[src/rtl/cmplx_mult_pipe.sv]
// cmplx_mult_pipe: three-stage pipelined signed fixed-point complex multiplier
// (Qm.FRAC) computing a*b or a*conj(b), with round-half-up to FRAC bits.
//
// Optional build macro: CMULT_SAT_EN
//   defined   - out-of-range components clamp to the WIDTH-bit signed limits
//   undefined - out-of-range components wrap (low WIDTH bits kept)
//   out_ovf flags the out-of-range condition in both builds.
//
// Ports:
//   clk, rst_n               clock (rising edge), async active-low reset
//   inp_a_re/inp_a_im        operand a
//   inp_b_re/inp_b_im        operand b (twiddle)
//   inp_conj                 1: multiply by conj(b)
//   inp_stb / inp_ack        input handshake (inp_ack = ~stall, combinational)
//   out_re/out_im/out_ovf    registered result and overflow flag
//   out_stb / out_ack        output handshake
module cmplx_mult_pipe #(
    parameter int WIDTH = 16,
    parameter int FRAC  = 8
) (
    input  logic             clk,
    input  logic             rst_n,
    input  logic [WIDTH-1:0] inp_a_re,
    input  logic [WIDTH-1:0] inp_a_im,
    input  logic [WIDTH-1:0] inp_b_re,
    input  logic [WIDTH-1:0] inp_b_im,
    input  logic             inp_conj,
    input  logic             inp_stb,
    output logic             inp_ack,
    output logic [WIDTH-1:0] out_re,
    output logic [WIDTH-1:0] out_im,
    output logic             out_ovf,
    output logic             out_stb,
    input  logic             out_ack
);

    localparam int unsigned PW = unsigned'(2 * WIDTH + 1);   // product width
    localparam int unsigned SW = unsigned'(2 * WIDTH + 2);   // sum width
    localparam int unsigned TW = SW - unsigned'(WIDTH) + 1;  // bits that must agree in range
    localparam logic signed [SW-1:0] RND   = SW'(1) << (FRAC - 1);
    localparam logic [WIDTH-1:0]     MAX_V = {1'b0, {(WIDTH-1){1'b1}}};
    localparam logic [WIDTH-1:0]     MIN_V = {1'b1, {(WIDTH-1){1'b0}}};

    // Value fits in WIDTH signed bits iff its top TW bits are all equal.
    function automatic logic out_of_range(input logic [TW-1:0] top);
        return !((&top) | ~(|top));
    endfunction

    logic stall;
    assign stall   = out_stb & ~out_ack;
    assign inp_ack = ~stall;

    // Conjugate negation happens one bit wider so -(-2^(WIDTH-1)) is representable.
    logic signed [WIDTH:0] bi_ext, bi_sel;
    assign bi_ext = $signed({inp_b_im[WIDTH-1], inp_b_im});
    assign bi_sel = inp_conj ? -bi_ext : bi_ext;

    logic                    v1, v2;
    logic signed [WIDTH-1:0] s1_ar, s1_ai, s1_br;
    logic signed [WIDTH:0]   s1_bi;
    logic signed [PW-1:0]    s2_rr, s2_ii, s2_ri, s2_ir;

    // Stage 3 arithmetic: sum, round, shift, range check, reduce.
    logic signed [SW-1:0] sum_re, sum_im, sh_re, sh_im;
    logic                 ovf_re, ovf_im;
    logic [WIDTH-1:0]     res_re, res_im;

    assign sum_re = SW'(s2_rr) - SW'(s2_ii);
    assign sum_im = SW'(s2_ri) + SW'(s2_ir);
    assign sh_re  = (sum_re + RND) >>> FRAC;
    assign sh_im  = (sum_im + RND) >>> FRAC;

    always_comb begin
        ovf_re = out_of_range(sh_re[SW-1:WIDTH-1]);
        ovf_im = out_of_range(sh_im[SW-1:WIDTH-1]);
`ifdef CMULT_SAT_EN
        res_re = ovf_re ? (sh_re[SW-1] ? MIN_V : MAX_V) : sh_re[WIDTH-1:0];
        res_im = ovf_im ? (sh_im[SW-1] ? MIN_V : MAX_V) : sh_im[WIDTH-1:0];
`else
        res_re = sh_re[WIDTH-1:0];
        res_im = sh_im[WIDTH-1:0];
`endif
    end

    // Pipeline registers: everything advances unless the output is stalled,
    // so empty stages are always refilled.
    always_ff @(posedge clk or negedge rst_n) begin
        if (!rst_n) begin
            v1      <= 1'b0;
            v2      <= 1'b0;
            out_stb <= 1'b0;
            s1_ar   <= '0;
            s1_ai   <= '0;
            s1_br   <= '0;
            s1_bi   <= '0;
            s2_rr   <= '0;
            s2_ii   <= '0;
            s2_ri   <= '0;
            s2_ir   <= '0;
            out_re  <= '0;
            out_im  <= '0;
            out_ovf <= 1'b0;
        end else if (!stall) begin
            v1      <= inp_stb;
            v2      <= v1;
            out_stb <= v2;
            if (inp_stb) begin
                s1_ar <= $signed(inp_a_re);
                s1_ai <= $signed(inp_a_im);
                s1_br <= $signed(inp_b_re);
                s1_bi <= bi_sel;
            end
            if (v1) begin
                s2_rr <= PW'(s1_ar) * PW'(s1_br);
                s2_ii <= PW'(s1_ai) * PW'(s1_bi);
                s2_ri <= PW'(s1_ar) * PW'(s1_bi);
                s2_ir <= PW'(s1_ai) * PW'(s1_br);
            end
            if (v2) begin
                out_re  <= res_re;
                out_im  <= res_im;
                out_ovf <= ovf_re | ovf_im;
            end
        end
    end

endmodule
[config.mk]
export PLATFORM = sky130hd
export DESIGN_NAME = cmplx_mult_pipe
export DESIGN_NICKNAME = d
export VERILOG_FILES = /design/src/rtl/cmplx_mult_pipe.sv
export SDC_FILE = /design/constraint.sdc
export NUM_CORES = 2
export LEC_CHECK = 0
export ABC_AREA = 1
export BUFFER_PORTS_ARGS = -buffer_cell sky130_fd_sc_hd__buf_2
export CORE_UTILIZATION = 45
export CTS_BUF_LIST = sky130_fd_sc_hd__clkbuf_2 sky130_fd_sc_hd__clkbuf_4 sky130_fd_sc_hd__clkbuf_8
export DETAILED_ROUTE_END_ITERATION = 10
export GPL_TIMING_DRIVEN = 0
export PLACE_DENSITY_LB_ADDON = 0.2
export SETUP_SLACK_MARGIN = 0.05
export SLEW_MARGIN = 25
export SYNTH_ARGS = -nofsm -noshare
export SYNTH_HDL_FRONTEND = slang
export SYNTH_SLANG_ARGS = --single-unit
export TNS_END_PERCENT = 100
[constraint.sdc]
create_clock -name clk -period 7.2 [get_ports clk]
set_input_delay 0.36 -clock clk [delete_from_list [all_inputs] [get_ports clk]]
set_output_delay 0.36 -clock clk [all_outputs]
set_load 0.1 [all_outputs]
### After elaboration in Yosys (flattened, before gate mapping)

Index checks and enable logic that the tools add are counted.

| operators by class | value |
|---|---|
| multiply operators | 4 |
| bitwise operators | 8 |
| muxes and demuxes | 1 |
| reduce and logical (&&, ||, !) cells | 9 |
| add/sub/neg operators | 5 |

Operators with widths:

| cell | count |
|---|---|
| adder 34 x 9 -> 34 bit, second input constant | 2 |
| multiplier 16 x 17 -> 33 bit | 2 |
| multiplier 16 x 16 -> 32 bit | 2 |
| adder 33 x 32 -> 34 bit | 1 |
| subtractor 32 x 33 -> 34 bit | 1 |
| AND reduction 11 bit | 2 |
| OR reduction 11 bit | 2 |
| two-way mux 17 bit | 1 |
| negation 16 -> 17 bit | 1 |
| AND reduction 2 bit | 3 |
| NOT 1 bit | 4 |
| OR 1 bit | 3 |
| zero test 1 bit | 2 |
| bitwise AND 1 bit | 1 |

| word-level totals | value |
|---|---|
| bits of input ports | 69 |
| register bits | 231 |
| logic and storage cells | 41 |
| output and inout port bits | 35 |

### Longest topological paths before layout

| logic depth | value |
|---|---|
| depth after elaboration | 7 |
| depth in mapped cells | 30 |
| mapped depth without buffers | 28 |

### Least setup slack after synthesis

Ideal clock, no wire load.

| timing path | value |
|---|---|
| kind | flip-flop to flip-flop |
| start point | register s1_ar[15] |
| end point | register s2_rr[26] |
| required time | 7.083 ns |
| setup slack | 1.377 ns |
| setup time | 0.117 ns |
| arrival | 5.705 ns |
| stages on the path, launching flop included | 23 |
| path buffers | 2 |
| cells stage by stage | dfrtp_1 > clkbuf_1 > clkbuf_1 > nand2_1 > inv_1 > fa_1 > fa_1 > fa_1 > fa_1 > fa_1 > inv_1 > fa_1 > inv_1 > ha_1 > a21oi_1 > o21ai_0 > a21oi_1 > o211ai_1 > nand3_1 > nand2_1 > or2_2 > nand3_1 > nand2_1 |

| between the ends | value |
|---|---|
| cells in the longest elaborated chain, start to end | 1 |

Ends and longest elaborated chain:

| item | line | source |
|---|---|---|
| start: declaration | 59 | `logic signed [WIDTH-1:0] s1_ar, s1_ai, s1_br;` |
| start signal: assignment | 108 | `s1_ar <= $signed(inp_a_re);` |
| multiplier 16 x 16 -> 32 bit | 114 | `s2_rr <= PW'(s1_ar) * PW'(s1_br);` |
| end signal: assignment | 114 |  |
| end: declaration | 61 | `logic signed [PW-1:0] s2_rr, s2_ii, s2_ri, s2_ir;` |

No other way between the ends.
A chain may end at the register's enable or synchronous reset.

### Worst setup path in the final report

| timing path | value |
|---|---|
| start point | register s1_bi[11] |
| end point | register s2_ri[22] |

| between the ends | value |
|---|---|
| cells in the longest elaborated chain, start to end | 1 |

Ends and longest elaborated chain:

| item | line | source |
|---|---|---|
| start: declaration | 60 | `logic signed [WIDTH:0] s1_bi;` |
| start signal: assignment | 111 | `s1_bi <= bi_sel;` |
| multiplier 16 x 17 -> 33 bit | 116 | `s2_ri <= PW'(s1_ar) * PW'(s1_bi);` |
| end signal: assignment | 116 |  |
| end: declaration | 61 |  |

No other way between the ends.

==> results.md <==
- DP Area: between 50000 and 60000 sq um
- Pre-Repair DR Iteration Count: 10
- CTS root buf: clkbuf_8
- Max Cap Viol: 0
- First-pass GRT wire length: 315000 um
- Asr flop ratio synth: 100%
- Num CTS Buffers: 47
- Post-synthesis sequential area ratio: 10.3%
- Fraction of layout cells with a size suffix above 1: approximately 6.4%
- Core Region: about 120000 sq um
- Finished Cell Area: approximately 60000 sq um
- CTS tree: built
- Status: complete, but fails checks
- Period minus WS final: 7.11 ns
- Seq cells post-synth: 231
- Clock Sinks: 231
- Final worst slack: 0.0918 ns
- Clock Skew: 0.110 ns
- Yosys top cell area share: 38.3%
- Die H: 355 um
- # rows: between 100 and 150
- Worst min path class: input port to register
- Final Setup Violations: 0
- Critical-path maximum fanout: 10
- Pre-CTS setup slack: -0.477 ns
- Layout Nets: 9106
- Synthesized area: approximately 56000 sq um
- Most common cell on crit path: fa_1
- WL/cell: 23.2 um
- CP Cell Sequence: clkbuf_1 > clkbuf_2 > nand2_1 > fa_1 > fa_1 > fa_1 > inv_1 > fa_1 > fa_1 > inv_1 > fa_1 > inv_1 > ha_1 > nand2_1 > inv_1 > a21oi_1 > nand3_2 > a21oi_2 > o21ai_1 > nand2_1 > nand2_1 > or2_2 > nand3_1 > nand2_1
- Distinct cells, synth: 53
- Die Outline Area: 126000 sq um
- Yosys Warn Count: 0
- Failing checks: design-rule violations
- Htree depth: 2
- Die Wd: 355 um
- Syn Nets: 8907
- Average size of a mapped cell: roughly 7.7 sq um
- Slew Viols, Final: 0
- Via Count: 47400
- I/O Pins: around 100
- Worst EP arrival: roughly 7.7 ns
- 1st-iter DRT viols: 4094
- CP peak stage delay: 0.58 ns
- Synth area leaders: fa_1 38%, nand2_1 13%, inv_1 13%
- WL final: between 200000 and 250000 um
- Mapped Cells: 7303
- Port bufs: about 100
- Setup crit end kind: register
- Largest net degree at the start of global routing: 85
- Crit path required time: 7.78 ns
- Final Hold Fails: 0
- Worst relative slew slack: 21.1%
- GRT overflow: 0
- Worst skew pair latency: ~0.79 ns
- Critical path class: register to register
- Clk slew on worst S/H paths: 0.06 ns
- Most numerous cell in the Yosys netlist: nand2_1
- Cells after DPL: ~9000
- Filler cell count: 12400
- Primary FF master, synth: dfrtp_1
- Tcrit/Tclk final: between 90% and 100%
- Synth top cells by count: 2010 x nand2_1, 1998 x inv_1, 1076 x fa_1, 459 x ha_1, 292 x clkbuf_1
- Slowest CP cell: fa_1
- Drt via density: ~5.2
- DRC viols: 28
- Worst setup SP type: register
- Layout area overhead: 8.37%
- Vias in the first global route: approximately 49000
- Max Clk Rate: 141 MHz
- Final HPWL from detailed placement: around 180000 um
- DRT antenna net count: 0
- Aggregate global-route resource usage: roughly a third
- Final Non-Filler Cells: 9179
- Starting Density: 45.4%
- Worst-margin pin slew: 1.17 ns
- Initial antenna violation count: 8
- Leading area contributor after synthesis: fa_1
- Routability cong.: around 1.0
- Unrepaired setup endpoints after global routing: no
- Clk buf depth: 3
- EDFF count, synth: 0
[flip-flops by register name (all words and copies together) (netlist names)]
register / flops
s1_bi: 17
out_stb: 1
s2_ri: 33
s2_rr: 32
v2: 1
out_re: 16
v1: 1
s1_ai: 16
s1_br: 16
s1_ar: 16
s2_ii: 33
out_im: 16
s2_ir: 32
out_ovf: 1
[cell usage in the layout, fill, tap and decap left out, types with 42 or more instances in the layout]
cell type,synthesis,layout
clkbuf_2,0,136
dfrtp_1,231,222
o21ai_0,213,213
clkbuf_1,292,88
xor2_1,63,61
inv_1,1998,1998
buf_2,4,115
clkbuf_4,0,42
fa_1,1076,1069
clkbuf_8,0,53
a21oi_1,181,180
ha_1,459,459
nand3_1,142,142
nand2_1,2010,2010
xnor2_1,86,85
nor2_1,244,244
dlygate4sd3_1,0,65
[metal layers]
metal	global-route usage (%)	vias up	share of wire, %
met1	45.9	23500	41
li1	-	21500	-
met5	0	-	0.025
met4	15.0	6	5.5
met2	53.0	2096	43
met3	8.62	350	10
[critical path: cells and delay by family (launching register included)]
family,cells,cell delay (ns)
AOI/OAI and AO/OA,3,0.77
adders and majority gates,7,3.48
buffers and inverters,6,1.19
DFF,1,0.32
and+or+nand+nor,8,1.15
[per-stage QoR]
| stage | hold slack (ns) | setup TNS [ns] | utilization (%) |
|---|---|---|---|
| detailed placement | 0.266 | -5.64 | 47.6 |
| CTS | 0.0202 | 0 | 49.1 |
| floorplan | 0.0644 | 0 | - |
| global route | 0.0784 | 0 | 49.2 |
| global placement | 0.449 | -15.61 | 47.5 |
| finish | 0.0585 | 0 | 49.2 |
[cells by family after synthesis]
logic type               share of synthesized area, %
AND/OR/NAND/NOR                                  18.1
buffers and inverters                            15.4
adder cells (fa/ha/maj)                          48.5
AO/OA/AOI/OAI                                    5.38
flip-flops                                       10.3
XOR/XNOR                                         2.32
[cell type report]
class                           instances  area, sq um  share of cell area, %
Timing Repair Buffer                  177         1320                   2.17
Inverter                             2000         7510                   12.3
Clock inverter                         19          219                  0.359
Tap cell                             1637         2050                   3.36
Antenna cell                            4         10.0                 0.0164
Multi-Input combinational cell       4770        41800                   68.7
Clock buffer                           66          821                   1.35
Sequential cell                       231         5790                   9.51
Buffer                                275         1370                   2.25
[final timing paths]
path	startpoint	cells past startpoint	slack (ns)	to
max	s1_bi[11]	24	0.09	s2_ri[22]
max in group asynchronous	rst_n	4	6.03	s1_bi[16]
min in group asynchronous	rst_n	2	0.13	out_im[12]
min	inp_b_im[11]	4	0.06	s1_bi[11]
max reg2reg	s1_bi[11]	24	0.09	s2_ri[22]
min reg2reg	out_re[3]	2	0.48	out_re[3]
[timing repair]
item,CTS,global route
resized for setup,125,164
endpoints found under the hold margin,233,0
pin swaps,0,2
buffers inserted,0,5
hold buffers,65,0
endpoints found under the setup margin,42,28
Power is not shown: default switching activity piles up to over one toggle a cycle in this logic, so the estimate is an artifact.
